<file path="src/rtl/seg7_pkg.sv">
// Shared definitions for the 7-segment scan controller: digit record, segment
// constants and the per-slot scan phase.
package seg7_pkg;
    localparam int          DIGIT_W     = 4;
    localparam logic [6:0]  SEG_BLANK   = 7'b0;
    localparam logic [3:0]  BRIGHT_FULL = 4'hF;

    typedef struct packed {
        logic               dp;
        logic [DIGIT_W-1:0] value;
    } digit_t;

    typedef enum logic {
        ST_BLANK = 1'b0,
        ST_ON    = 1'b1
    } scan_state_t;
endpackage

</file>
<file path="src/rtl/seg7_scan_ctrl_if.sv">
// Writer-side bus of the scan controller: shadow register writes plus brightness.
interface seg7_scan_ctrl_if;
    import seg7_pkg::*;

    logic               wr_en;
    logic [2:0]         wr_idx;
    logic [DIGIT_W-1:0] wr_data;
    logic               wr_dp;
    logic [3:0]         brightness;

    modport master (output wr_en, wr_idx, wr_data, wr_dp, brightness);
    modport slave  (input  wr_en, wr_idx, wr_data, wr_dp, brightness);
endinterface

</file>
<file path="src/rtl/seg7_scan_ctrl_dec.sv">
// BCD to 7-segment decoder, seg[0]=a .. seg[6]=g, active high.
// Non-BCD codes decode to all segments off.
module seg7_scan_ctrl_dec
    import seg7_pkg::*;
(
    input  logic [DIGIT_W-1:0] value,
    output logic [6:0]         seg
);
    always_comb begin
        seg = SEG_BLANK;
        case (value)
            4'd0: seg = 7'h3F;
            4'd1: seg = 7'h06;
            4'd2: seg = 7'h5B;
            4'd3: seg = 7'h4F;
            4'd4: seg = 7'h66;
            4'd5: seg = 7'h6D;
            4'd6: seg = 7'h7D;
            4'd7: seg = 7'h07;
            4'd8: seg = 7'h7F;
            4'd9: seg = 7'h6F;
            default: seg = SEG_BLANK;
        endcase
    end
endmodule

</file>
<file path="src/rtl/seg7_scan_ctrl.sv">
// Time-multiplexed scan controller for a common-cathode 7-segment display with
// anti-ghost blanking, PWM brightness and frame-synchronous shadow commit.
module seg7_scan_ctrl
    import seg7_pkg::*;
#(
    parameter int          NUM_DIGITS   = 4,
    parameter logic [23:0] SCAN_DIV     = 24'd10000,
    parameter logic [15:0] BLANK_CYCLES = 16'd200
) (
    input  logic                  clk,
    input  logic                  reset,
    seg7_scan_ctrl_if.slave       bus,
    output logic [6:0]            seg_out,
    output logic                  dp_out,
    output logic [NUM_DIGITS-1:0] digit_en,
    output logic                  frame_done
);
    localparam scan_state_t RST_STATE = (BLANK_CYCLES != 16'd0) ? ST_BLANK : ST_ON;

    logic [23:0] slot_cnt, slot_nxt;
    logic [2:0]  digit_idx;
    logic [3:0]  pwm_cnt;
    logic        slot_end, last_digit, commit;

    scan_state_t state_q, state_d;

    digit_t [NUM_DIGITS-1:0] shadow_q, shadow_d, active_q;
    digit_t                  cur;
    logic [6:0]              cur_seg;
    logic                    lit;
    logic [NUM_DIGITS-1:0]   digit_en_d;

    assign slot_end   = (slot_cnt == SCAN_DIV - 24'd1);
    assign last_digit = (digit_idx == 3'(NUM_DIGITS - 1));
    assign commit     = slot_end && last_digit;
    assign slot_nxt   = slot_end ? 24'd0 : slot_cnt + 24'd1;

    always_ff @(posedge clk) begin
        if (reset) begin
            slot_cnt  <= 24'd0;
            digit_idx <= 3'd0;
        end else begin
            slot_cnt <= slot_nxt;
            if (slot_end)
                digit_idx <= last_digit ? 3'd0 : digit_idx + 3'd1;
        end
    end

    // Phase register tracks slot_cnt one-to-one, so it is derived from slot_nxt.
    always_ff @(posedge clk) begin
        if (reset) state_q <= RST_STATE;
        else       state_q <= state_d;
    end

    always_comb begin
        state_d = (slot_nxt < {8'd0, BLANK_CYCLES}) ? ST_BLANK : ST_ON;
    end

    always_comb begin
        lit = (state_q == ST_ON) &&
              ((bus.brightness == BRIGHT_FULL) || (pwm_cnt < bus.brightness));
        for (int i = 0; i < NUM_DIGITS; i++)
            digit_en_d[i] = lit && (digit_idx == 3'(i));
    end

    always_ff @(posedge clk) begin
        if (reset || state_q != ST_ON) pwm_cnt <= 4'd0;
        else                           pwm_cnt <= pwm_cnt + 4'd1;
    end

    // Out-of-range indices simply match no entry and are dropped.
    always_comb begin
        shadow_d = shadow_q;
        for (int i = 0; i < NUM_DIGITS; i++)
            if (bus.wr_en && bus.wr_idx == 3'(i))
                shadow_d[i] = '{dp: bus.wr_dp, value: bus.wr_data};
    end

    // Commit takes shadow_d so a write in the commit cycle lands this frame.
    always_ff @(posedge clk) begin
        if (reset) begin
            shadow_q <= '0;
            active_q <= '0;
        end else begin
            shadow_q <= shadow_d;
            if (commit) active_q <= shadow_d;
        end
    end

    always_comb begin
        cur = '0;
        for (int i = 0; i < NUM_DIGITS; i++)
            if (digit_idx == 3'(i)) cur = active_q[i];
    end

    seg7_scan_ctrl_dec u_dec (
        .value (cur.value),
        .seg   (cur_seg)
    );

    always_ff @(posedge clk) begin
        if (reset) begin
            seg_out    <= SEG_BLANK;
            dp_out     <= 1'b0;
            digit_en   <= '0;
            frame_done <= 1'b0;
        end else begin
            seg_out    <= lit ? cur_seg : SEG_BLANK;
            dp_out     <= lit && cur.dp;
            digit_en   <= digit_en_d;
            frame_done <= commit;
        end
    end
endmodule

</file>
<file path="src/flat_wrapper.sv">
// flat-port wrapper written by rule: the top's interface ports become plain ports
module seg7_scan_ctrl_flat import seg7_pkg::*;
#(
    parameter int          NUM_DIGITS   = 4,
    parameter logic [23:0] SCAN_DIV     = 24'd10000,
    parameter logic [15:0] BLANK_CYCLES = 16'd200
)
  (clk, reset, seg_out, dp_out, digit_en, frame_done, bus_wr_en, bus_wr_idx, bus_wr_data, bus_wr_dp, bus_brightness);
  seg7_scan_ctrl_if bus_i ();
  input  logic clk;
  input  logic reset;
  output logic [6:0] seg_out;
  output logic dp_out;
  output logic [NUM_DIGITS-1:0] digit_en;
  output logic frame_done;
  input wire logic [$bits(bus_i.wr_en)-1:0] bus_wr_en;
  input wire logic [$bits(bus_i.wr_idx)-1:0] bus_wr_idx;
  input wire logic [$bits(bus_i.wr_data)-1:0] bus_wr_data;
  input wire logic [$bits(bus_i.wr_dp)-1:0] bus_wr_dp;
  input wire logic [$bits(bus_i.brightness)-1:0] bus_brightness;
  assign bus_i.wr_en = bus_wr_en;
  assign bus_i.wr_idx = bus_wr_idx;
  assign bus_i.wr_data = bus_wr_data;
  assign bus_i.wr_dp = bus_wr_dp;
  assign bus_i.brightness = bus_brightness;
  seg7_scan_ctrl #(.NUM_DIGITS(NUM_DIGITS), .SCAN_DIV(SCAN_DIV), .BLANK_CYCLES(BLANK_CYCLES)) u_core (.clk(clk), .reset(reset), .bus(bus_i), .seg_out(seg_out), .dp_out(dp_out), .digit_en(digit_en), .frame_done(frame_done));
endmodule
</file>
<file path="config.mk">
export PLATFORM = sky130hd
export DESIGN_NAME = seg7_scan_ctrl_flat
export DESIGN_NICKNAME = d
export VERILOG_FILES = /design/src/rtl/seg7_pkg.sv /design/src/rtl/seg7_scan_ctrl_if.sv /design/src/rtl/seg7_scan_ctrl_dec.sv /design/src/rtl/seg7_scan_ctrl.sv /design/src/flat_wrapper.sv
export SDC_FILE = /design/constraint.sdc
export NUM_CORES = 1
export LEC_CHECK = 0
export CORE_ASPECT_RATIO = 0.8
export CORE_MARGIN = 2
export CORE_UTILIZATION = 50
export DETAILED_ROUTE_END_ITERATION = 8
export HOLD_SLACK_MARGIN = 0.03
export PLACE_DENSITY = 0.67
export REMOVE_ABC_BUFFERS = 1
export SLEW_MARGIN = 20
export SYNTH_ARGS = -nofsm -noshare
export SYNTH_HDL_FRONTEND = slang
export SYNTH_SLANG_ARGS = --single-unit
</file>
<file path="constraint.sdc">
create_clock -name clk -period 3.2 [get_ports clk]
set_input_delay 0.32 -clock clk [delete_from_list [all_inputs] [get_ports clk]]
set_output_delay 0.32 -clock clk [all_outputs]
set_load 0.05 [all_outputs]
</file>
==> results of run 1 <==
## layer usage
metal  track usage  part of all wire  vias up
li1              -                 -     1534
met1         0.304              0.52     1380
met2         0.284              0.42       62
met3        0.0471             0.054        8
met4        0.0562             0.010        0
met5             0                 0        -
## area by class of cell
class | count | area share
clock buffers | 12 | 0.0329
clock inverters | 3 | 0.00482
inverters | 14 | 0.0119
multi-input cells | 301 | 0.455
flip-flops and latches | 85 | 0.386
well taps | 105 | 0.0298
repair buffers | 38 | 0.0800
## power by group through the flow
stage	logic, W	clock network, W	registers, W
3_5_place_dp	0.0000732	0	0.00109
4_1_cts	0.0000736	0.000685	0.00107
2_1_floorplan	0.0000314	0	0.00109
5_1_grt	0.0000802	0.000736	0.00107
3_3_place_gp	0.0000725	0	0.00109
6_report	0.0000724	0.000660	0.00107
## worst paths after layout
kind / endpoint / start
max: u_core.seg_out[3]$_SDFF_PP0_ / u_core.digit_idx[1]$_SDFFE_PP0N_
min: u_core.slot_cnt[0]$_SDFF_PP0_ / u_core.slot_cnt[0]$_SDFF_PP0_
max reg2reg: u_core.seg_out[3]$_SDFF_PP0_ / u_core.digit_idx[1]$_SDFFE_PP0N_
min reg2reg: u_core.slot_cnt[0]$_SDFF_PP0_ / u_core.slot_cnt[0]$_SDFF_PP0_
## stage by stage
stage	util	hold slack (ns)
finish	0.588	0.463
global route	0.588	0.494
floorplan	-	0.389
CTS	0.588	0.470
detailed placement	0.566	0.452
global placement	0.566	0.443
## cells by family (layout without fill, tap and decap cells)
| family | count (synthesis) | in the layout | synth area share |
|---|---|---|---|
| simple gates | 171 | 171 | 0.225 |
| flops | 85 | 85 | 0.436 |
| compound gates | 67 | 67 | 0.126 |
| buf+inv | 40 | 67 | 0.0494 |
| xor+xnor | 24 | 24 | 0.0539 |
| mux | 24 | 24 | 0.0616 |
| fa+ha+maj | 15 | 15 | 0.0481 |
## worst register-to-register path, stage by stage (launching register included)
cell      delay, ns
dfxtp_1        0.38
inv_1          0.09
ha_1           0.29
nand3b_1       0.20
a311o_1        0.36
a21o_1         0.25
inv_1          0.15
ha_1           0.25
and2_1         0.14
o21ai_0        0.16
a21oi_1        0.09
## sequential cells by signal, summed over array words and instances (netlist names)
name               cells
u_core.active_q       20
u_core.digit_en        4
u_core.digit_idx       3
u_core.dp_out          1
u_core.frame_done      1
u_core.pwm_cnt         4
u_core.seg_out         7
u_core.shadow_q       20
u_core.slot_cnt       24
u_core.state_q         1
## synthesized netlist by cell type (all sizes together) (4+ instances only)
library cell,n
nor2,69
o211ai,6
buf,12
nand4,9
nand3,12
o21ai,7
a21o,6
inv,14
nor3b,4
nand2b,4
clkbuf,14
dfxtp,85
mux2i,24
ha,15
or3,6
xor2,11
o22a,20
nor4,7
nand2,29
nor3,10
xnor2,13
a21oi,14
==> run summary, run 1 <==
final setup fails: 0
Main synth FF type: dfxtp_1
Die Ht: 83.0 um
Peak VDD IR: 304 uV
CP Capture Type: register
area of the multi-input gates: 2010 um^2
1st-pass router iterations: 4
Tot GR Track Use: 0.201
clk root buf: clkbuf_8
delay-heaviest family, CP: compound AO/OA/AOI/OAI gates
vias in the first global route: 2695
Die ar.: 8530 um^2
Reg2Reg Depth: 10
fin crit period: 2.47 ns
Post-synth EDFFs: 0
slowest CP cell: dfxtp_1
largest net degree at the start of global routing: 24
IO Pins: 28
pin slew with the least headroom to its limit: 0.660 ns
Worst-path clk slew: 0.08 ns
RSZ-0062 raised after global routing: false
Chip Width: 103 um
worst path buffer plus inverter count: 2
slack of the worst reg-to-reg path: 0.73 ns
Cell Pwr Density: 409 nW/um^2
DRT Wirelength: 8.02 mm
worst-skew pair later-pin latency: 0.35 ns
sequential power share: 0.593
P_sw: 0.000401 W
Sink Count: 85
Hold/Removal Path Class: reg2reg
Pint: 0.00140 W
HPWL after detailed placement: 5.81 mm
cell taking the most area after synthesis: dfxtp_1
Yosys reg bits: 85
CTS tree: done
area grow syn2layout: 13.1%
clk_skew: 0.00861 ns
final hold vios: 0
Post-Synthesis Cells: 426
share of cells above drive strength 1: 0.0751
first-pass GRT wire length: 13.5 mm
wire per inst: 14.4 um
status: complete, no violations
Max-Cap Viols: 0
H-tree lvl count: 3
design area: 4410 um^2
Initial Utilization: 0.520
Final TNS setup: 0 ns
Slew HR: 0.556
final RePlAce weighted congestion: 0.822
most common cell after layout, fill and taps aside: dfxtp_1
Row Count: 28
core footprint: 7500 um^2
Net Sw Frac: 0.222
worst path cell trace: inv_1 -> ha_1 -> nand3b_1 -> a311o_1 -> a21o_1 -> inv_1 -> ha_1 -> and2_1 -> o21ai_0 -> a21oi_1
highest-count cells in the layout ignoring fill and taps: dfxtp_1, nor2_1, nand2_1
area share of the largest cell type after synthesis: 0.436
Final Non-Filler Cells: 558
classification of the worst setup path: reg2reg
antenna violations before repair: 0
CTS Hold Buffers Added: 0
Setup Buffers After CTS: 0
max-slew violations: 0
CTS max path bufs: 2
CP peak stage delay: 0.38 ns
Iter 0 DRT Violations: 180
Final nets: 479
Clk network pwr share: 0.366
Crit. path cell count: 10
FILL cells: 707
placed inst area: 4250 um^2
Leak: 1.78 nW
Power Total: 0.00180 W
crit path setup slack, layout: 0.734 ns
Worst Path Arrival: 2.70 ns
PortBufs: 27
DR vias/cell: 5.35
post-cts resize count: 0
Synth Area per Inst: 9.16 um^2
Worst EP required: 3.43 ns
fin crit share: 0.770
CP Max Fanout: 11
Ant. Diodes: 0
placed cell count: 543
gr ovfl total: 0
CTS Buf Count: 9
WHS Path Cells: 1
fmax: 406 MHz
synthesized area: 3900 um^2
post-route DRC violation count: 0
area occupied by registers: 1700 um^2
post-route ant nets: 0
Startpoint Class: register
YS warnings: 0
synth top area cells: dfxtp_1, nor2_1, mux2i_1, ha_1, o22a_1
routed vias: 2984
sequential area share after synthesis: 0.436
dpl ws: 0.783 ns
combinational share of power: 0.040
synth unique cells: 50
Post-synth ARST share: 0
(Power assumes the default switching activity.)
==> run 2: changes to the inputs <==
Clock period 3.2 ns to 2.5 ns, I/O delays scaled along.
==> run summary, run 2 (synthesis results as in run 1) <==
Peak VDD IR: 388 uV (+27%)
DR vias/cell: 5.32 (-0.45%)
DRT Wirelength: 8.03 mm (about the same)
most frequent CP cell: ha_1
final RePlAce weighted congestion: 0.883 (+7.4%)
final setup fails: 0 (unchanged)
post-route DRC violation count: 0 (unchanged)
Tot GR Track Use: 0.199 (-0.00202)
Hold/Removal Path Class: reg2reg
CTS tree: done
clk root buf: clkbuf_8
M1 GR Usage: 0.297 (-0.00737)
largest net degree at the start of global routing: 25 (+4.2%)
Die Ht: 83.0 um (unchanged)
Final nets: 482 (+0.63%)
Chip Width: 103 um (unchanged)
area occupied by registers: 1700 um^2 (about the same)
Top reg by flops: u_core.slot_cnt
dpl ws: 0.134 ns (-0.648 ns)
Clk network pwr share: 0.381 (+0.015)
classification of the worst setup path: reg2reg
slowest CP cell: dfxtp_2
final hold vios: 0 (unchanged)
RSZ-0062 raised after global routing: false
gr ovfl total: 0 (unchanged)
delay-heaviest family, CP: compound AO/OA/AOI/OAI gates
CP peak stage delay: 0.37 ns (about the same)
met2 usage: 0.278 (-0.00594)
1st-pass router iterations: 5 (+1)
worst path buffer plus inverter count: 2 (unchanged)
PortBufs: 27 (unchanged)
HPWL after detailed placement: 5.80 mm (-0.12%)
H-tree lvl count: 3 (unchanged)
IO Pins: 28 (unchanged)
Ant. Diodes: 0 (unchanged)
design area: 4460 um^2 (+1.0%)
combinational share of power: 0.040 (about the same)
Iter 0 DRT Violations: 150 (-17%)
pin slew with the least headroom to its limit: 0.881 ns (+0.221 ns)
Die ar.: 8530 um^2 (unchanged)
CP Capture Type: register
Net Sw Frac: 0.228 (+0.00571)
area grow syn2layout: 14.2%
Largest register FFs: 24 (unchanged)
Sink Count: 85 (unchanged)
placed inst area: 4270 um^2 (+0.53%)
area of the multi-input gates: 2010 um^2 (+0.13%)
Slew HR: 0.411 (-0.144)
fin crit share: 0.921 (+0.151)
CTS Buf Count: 9 (unchanged)
Worst EP required: 2.70 ns (-0.73 ns)
Power Total: 0.00236 W (+31%)
post-route ant nets: 0 (unchanged)
Leak: 1.80 nW (+1.3%)
Max-Cap Viols: 0 (unchanged)
Initial Utilization: 0.520 (unchanged)
first-pass GRT wire length: 13.4 mm (-0.71%)
placed cell count: 546 (+0.55%)
P_sw: 0.000539 W (+34%)
antenna violations before repair: 0 (unchanged)
fin crit period: 2.30 ns (-0.163 ns)
final core occ: 0.594 (+0.00601)
Worst Path Arrival: 2.50 ns (-0.20 ns)
biggest regs: u_core.slot_cnt: 24 flops, u_core.active_q: 20 flops, u_core.shadow_q: 20 flops
Startpoint Class: register
share of cells above drive strength 1: 0.0941 (+0.0190)
highest-count cells in the layout ignoring fill and taps: dfxtp_1, nor2_1, nand2_1
most used routing layer: met1
Worst-path clk slew: 0.09 ns (about the same)
status: complete, no violations
FILL cells: 700 (-0.99%)
crit path setup slack, layout: 0.197 ns (-0.537 ns)
vias in the first global route: 2785 (+3.3%)
Pint: 0.00182 W (+30%)
most common cell after layout, fill and taps aside: dfxtp_1
clk_skew: 0.00891 ns (+0.000302 ns)
fmax: 434 MHz (+7.1%)
core footprint: 7500 um^2 (unchanged)
max-slew violations: 0 (unchanged)
Cell Pwr Density: 530 nW/um^2 (+30%)
wire per inst: 14.3 um (-0.63%)
routed vias: 2992 (+0.27%)
CTS max path bufs: 2 (unchanged)
sequential power share: 0.579 (-0.014)
Row Count: 28 (unchanged)
Final Non-Filler Cells: 562 (+0.72%)
worst-skew pair later-pin latency: 0.35 ns (about the same)
worst path cell trace: inv_1 -> ha_1 -> nor2b_1 -> a311o_1 -> a21o_1 -> inv_2 -> ha_1 -> and2_1 -> o21ai_0 -> a21oi_1
CP Max Fanout: 6 (-5)
GR Layer Usage met3: 0.0539 (+0.00673)
-- run 2: per-layer routing --
layer | share of wire | routed length, um | vias to the layer above
li1 | - | - | 1534
met1 | 0.53 | 4230 | 1390
met2 | 0.41 | 3300 | 58
met3 | 0.048 | 389 | 10
met4 | 0.014 | 112 | 0
met5 | 0 | 0 | -
-- run 2: final cells by class --
type                    instances  area share
clock inverters                 5     0.00758
multi-input cells             301       0.451
inverters                      14      0.0118
well taps                     105      0.0295
clock buffers                  11      0.0340
repair buffers                 41      0.0842
flip-flops and latches         85       0.382
-- run 2: power by group through the flow --
stage	Clock (W)	Combinational, W	Sequential (W)
after detailed placement	0	0.0000943	0.00140
final	0.000900	0.0000938	0.00137
after floorplan	0	0.0000402	0.00140
after CTS	0.000924	0.0000945	0.00137
after global placement	0	0.0000918	0.00140
after global routing	0.000981	0.000103	0.00137
-- run 2: per-stage QoR --
stage                     hold slack [ns]  setup TNS, ns
after floorplan                     0.319         -0.480
after global placement              0.441              0
after detailed placement            0.452              0
after CTS                           0.472              0
after global routing                0.500              0
final                               0.464              0
-- run 2: worst paths after layout --
| path | startpoint | to | slack [ns] | depth (start not counted) |
|---|---|---|---|---|
| setup / recovery | u_core.digit_idx[0]$_SDFFE_PP0N_ | u_core.seg_out[3]$_SDFF_PP0_ | 0.20 | 10 |
| hold / removal | u_core.pwm_cnt[0]$_SDFF_PP0_ | u_core.pwm_cnt[0]$_SDFF_PP0_ | 0.46 | 1 |
| setup reg to reg | u_core.digit_idx[0]$_SDFFE_PP0N_ | u_core.seg_out[3]$_SDFF_PP0_ | 0.20 | 10 |
| hold reg to reg | u_core.pwm_cnt[0]$_SDFF_PP0_ | u_core.pwm_cnt[0]$_SDFF_PP0_ | 0.46 | 1 |
-- run 2: repair_timing --
action	in CTS	in global routing
setup buffers	0	0
gates resized for setup	0	3
hold buffers	0	0
endpoints found under the setup margin	0	1
==> run 3: changes to the inputs <==
Settings changed: CORE_MARGIN 2 to 4.
Clock period 2.5 ns to 2.55 ns, I/O delays scaled along.
==> run summary, run 3 (synthesis results as in run 1) <==
biggest regs: u_core.slot_cnt: 24 flops, u_core.active_q: 20 flops, u_core.shadow_q: 20 flops
final setup fails: 0 (unchanged)
IO Pins: 28 (unchanged)
gr ovfl total: 0 (unchanged)
post-route DRC violation count: 0 (unchanged)
final hold vios: 0 (unchanged)
final RePlAce weighted congestion: 0.894 (+1.2%)
Critical R2R Capture: u_core.seg_out[3]$_SDFF_PP0_
Top reg by flops: u_core.slot_cnt
Power Total: 0.00248 W (+4.9%)
PortBufs: 27 (unchanged)
Final nets: 481 (-0.21%)
Max-Cap Viols: 0 (unchanged)
Hold Crit Endpoint: u_core.slot_cnt[0]$_SDFF_PP0_
Leak: 1.82 nW (+0.92%)
CTS Buf Count: 9 (unchanged)
classification of the worst setup path: reg2reg
Largest register FFs: 24 (unchanged)
Worst-path clk slew: 0.08 ns (about the same)
Final TNS setup: 0 ns (unchanged)
worst-skew pair later-pin latency: 0.35 ns (about the same)
design area: 4480 um^2 (+0.62%)
Cell Pwr Density: 553 nW/um^2 (+4.3%)
max-slew violations: 0 (unchanged)
FILL cells: 697 (-0.43%)
Iter 0 DRT Violations: 229 (+53%)
area occupied by registers: 1700 um^2 (unchanged)
CTS max path bufs: 2 (unchanged)
Reg2Reg Depth: 10 (unchanged)
area of the multi-input gates: 2010 um^2 (-0.12%)
Hold/Removal Path Class: reg2reg
Initial Utilization: 0.520 (unchanged)
status: complete, no violations
clk root buf: clkbuf_8
post-route ant nets: 0 (unchanged)
CTS Hold Buffers Added: 0 (unchanged)
CTS tree: done
share of cells above drive strength 1: 0.0877 (-0.00637)
Die Ht: 87.0 um (+4.8%)
RSZ-0062 raised after global routing: false
Worst Path Arrival: 2.53 ns (+0.03 ns)
Row Count: 28 (unchanged)
DRT Wirelength: 8.08 mm (+0.70%)
placed inst area: 4260 um^2 (-0.18%)
Chip Width: 107 um (+3.9%)
highest-count cells in the layout ignoring fill and taps: dfxtp_1, nor2_1, nand2_1
H-tree lvl count: 3 (unchanged)
antenna violations before repair: 0 (unchanged)
wire per inst: 14.4 um (+0.88%)
fin crit period: 2.33 ns (+0.0241 ns)
Setup Buffers After CTS: 0 (unchanged)
largest net degree at the start of global routing: 22 (-12%)
clk_skew: 0.00573 ns (-0.00318 ns)
pin slew with the least headroom to its limit: 0.805 ns (-0.0765 ns)
fmax: 430 MHz (-1.0%)
1st-pass router iterations: 4 (-1)
Hold Slack: 0.467 ns (+0.00360 ns)
core footprint: 7500 um^2 (unchanged)
vias in the first global route: 2720 (-2.3%)
DR vias/cell: 5.34 (+0.31%)
RR Startpoint: u_core.digit_idx[1]$_SDFFE_PP0N_
first-pass GRT wire length: 13.7 mm (+2.1%)
Sink Count: 85 (unchanged)
HPWL after detailed placement: 5.82 mm (+0.40%)
Hold Startpoint: u_core.slot_cnt[0]$_SDFF_PP0_
WHS Path Cells: 1 (unchanged)
fin crit share: 0.912 (-0.00862)
Startpoint Class: register
Worst EP required: 2.75 ns (+0.05 ns)
routed vias: 2996 (+0.13%)
slack of the worst reg-to-reg path: 0.22 ns (+0.03 ns)
area grow syn2layout: 14.9%
Ant. Diodes: 0 (unchanged)
CP Capture Type: register
Peak VDD IR: 338 uV (-13%)
Slew HR: 0.463 (+0.0511)
Tot GR Track Use: 0.185 (-0.0138)
CP Max Fanout: 6 (unchanged)
Die ar.: 9290 um^2 (+8.9%)
most common cell after layout, fill and taps aside: dfxtp_1
==> run 3: cell types whose count changed in the layout (fill, tap and decap cells not counted), sizes merged <==
cell,previous run,this run
buf,14,13
clkinvlp,2,1
clkinv,2,1
bufinv,0,2
==> run 3: cell type report <==
| class | instances | share of cell area |
|---|---|---|
| Inverter | 14 | 0.0117 |
| Clock buffer | 11 | 0.0315 |
| Multi-Input combinational cell | 301 | 0.448 |
| Clock inverter | 5 | 0.0181 |
| Sequential cell | 85 | 0.380 |
| Tap cell | 105 | 0.0293 |
| Timing Repair Buffer | 40 | 0.0820 |
==> run 3: how the worst max path moves through the flow <==
| stage | startpoint | slack, ns | end | depth (start not counted) |
|---|---|---|---|---|
| after floorplan | u_core.slot_cnt[5]$_SDFF_PP0_ | 0.03 | u_core.active_q[0]$_SDFFE_PP0P_ | 6 |
| after global placement | u_core.digit_idx[0]$_SDFFE_PP0N_ | 0.27 | u_core.seg_out[3]$_SDFF_PP0_ | 10 |
| after detailed placement | u_core.digit_idx[0]$_SDFFE_PP0N_ | 0.21 | u_core.seg_out[3]$_SDFF_PP0_ | 10 |
| after CTS | u_core.digit_idx[0]$_SDFFE_PP0N_ | 0.21 | u_core.seg_out[3]$_SDFF_PP0_ | 10 |
| after global routing | u_core.digit_idx[1]$_SDFFE_PP0N_ | 0.007 | u_core.seg_out[3]$_SDFF_PP0_ | 10 |
| final | u_core.digit_idx[1]$_SDFFE_PP0N_ | 0.22 | u_core.seg_out[3]$_SDFF_PP0_ | 10 |
==> run 3: where the power goes <==
group	total, W	internal [W]	switching [W]
Clock	0.00104	0.000581	0.000464
Combinational	0.0000922	0.0000441	0.0000481
Sequential	0.00134	0.00134	0.00000537
Total	0.00248	0.00196	0.000518
==> run 3: metal layers <==
metal | share of wire | vias up | GRT usage
li1 | - | 1529 | -
met4 | 0.011 | 0 | 0.0488
met3 | 0.059 | 10 | 0.0497
met5 | 0 | - | 0
met2 | 0.40 | 60 | 0.257
met1 | 0.53 | 1397 | 0.281
==> run 3: stage by stage <==
step	cells	utilization	setup slack (ns)
floorplan	400	-	0.0254
global placement	545	0.568	0.266
detailed placement	545	0.568	0.212
CTS	561	0.598	0.208
global route	561	0.598	0.00663
finish	561	0.598	0.223
==> run 3: critical path, cell delays in order, from the launching register on <==
cell,delay [ns]
dfxtp_1,0.34
inv_1,0.09
ha_1,0.29
nand3b_1,0.10
a311o_1,0.35
a21o_1,0.25
inv_1,0.14
ha_1,0.25
and2_1,0.13
o21ai_0,0.16
a21oi_1,0.08
==> run 3: repair_timing <==
action	CTS	global route
endpoints found under the hold margin	0	0
setup endpoints to repair	0	1
gates resized for setup	0	2
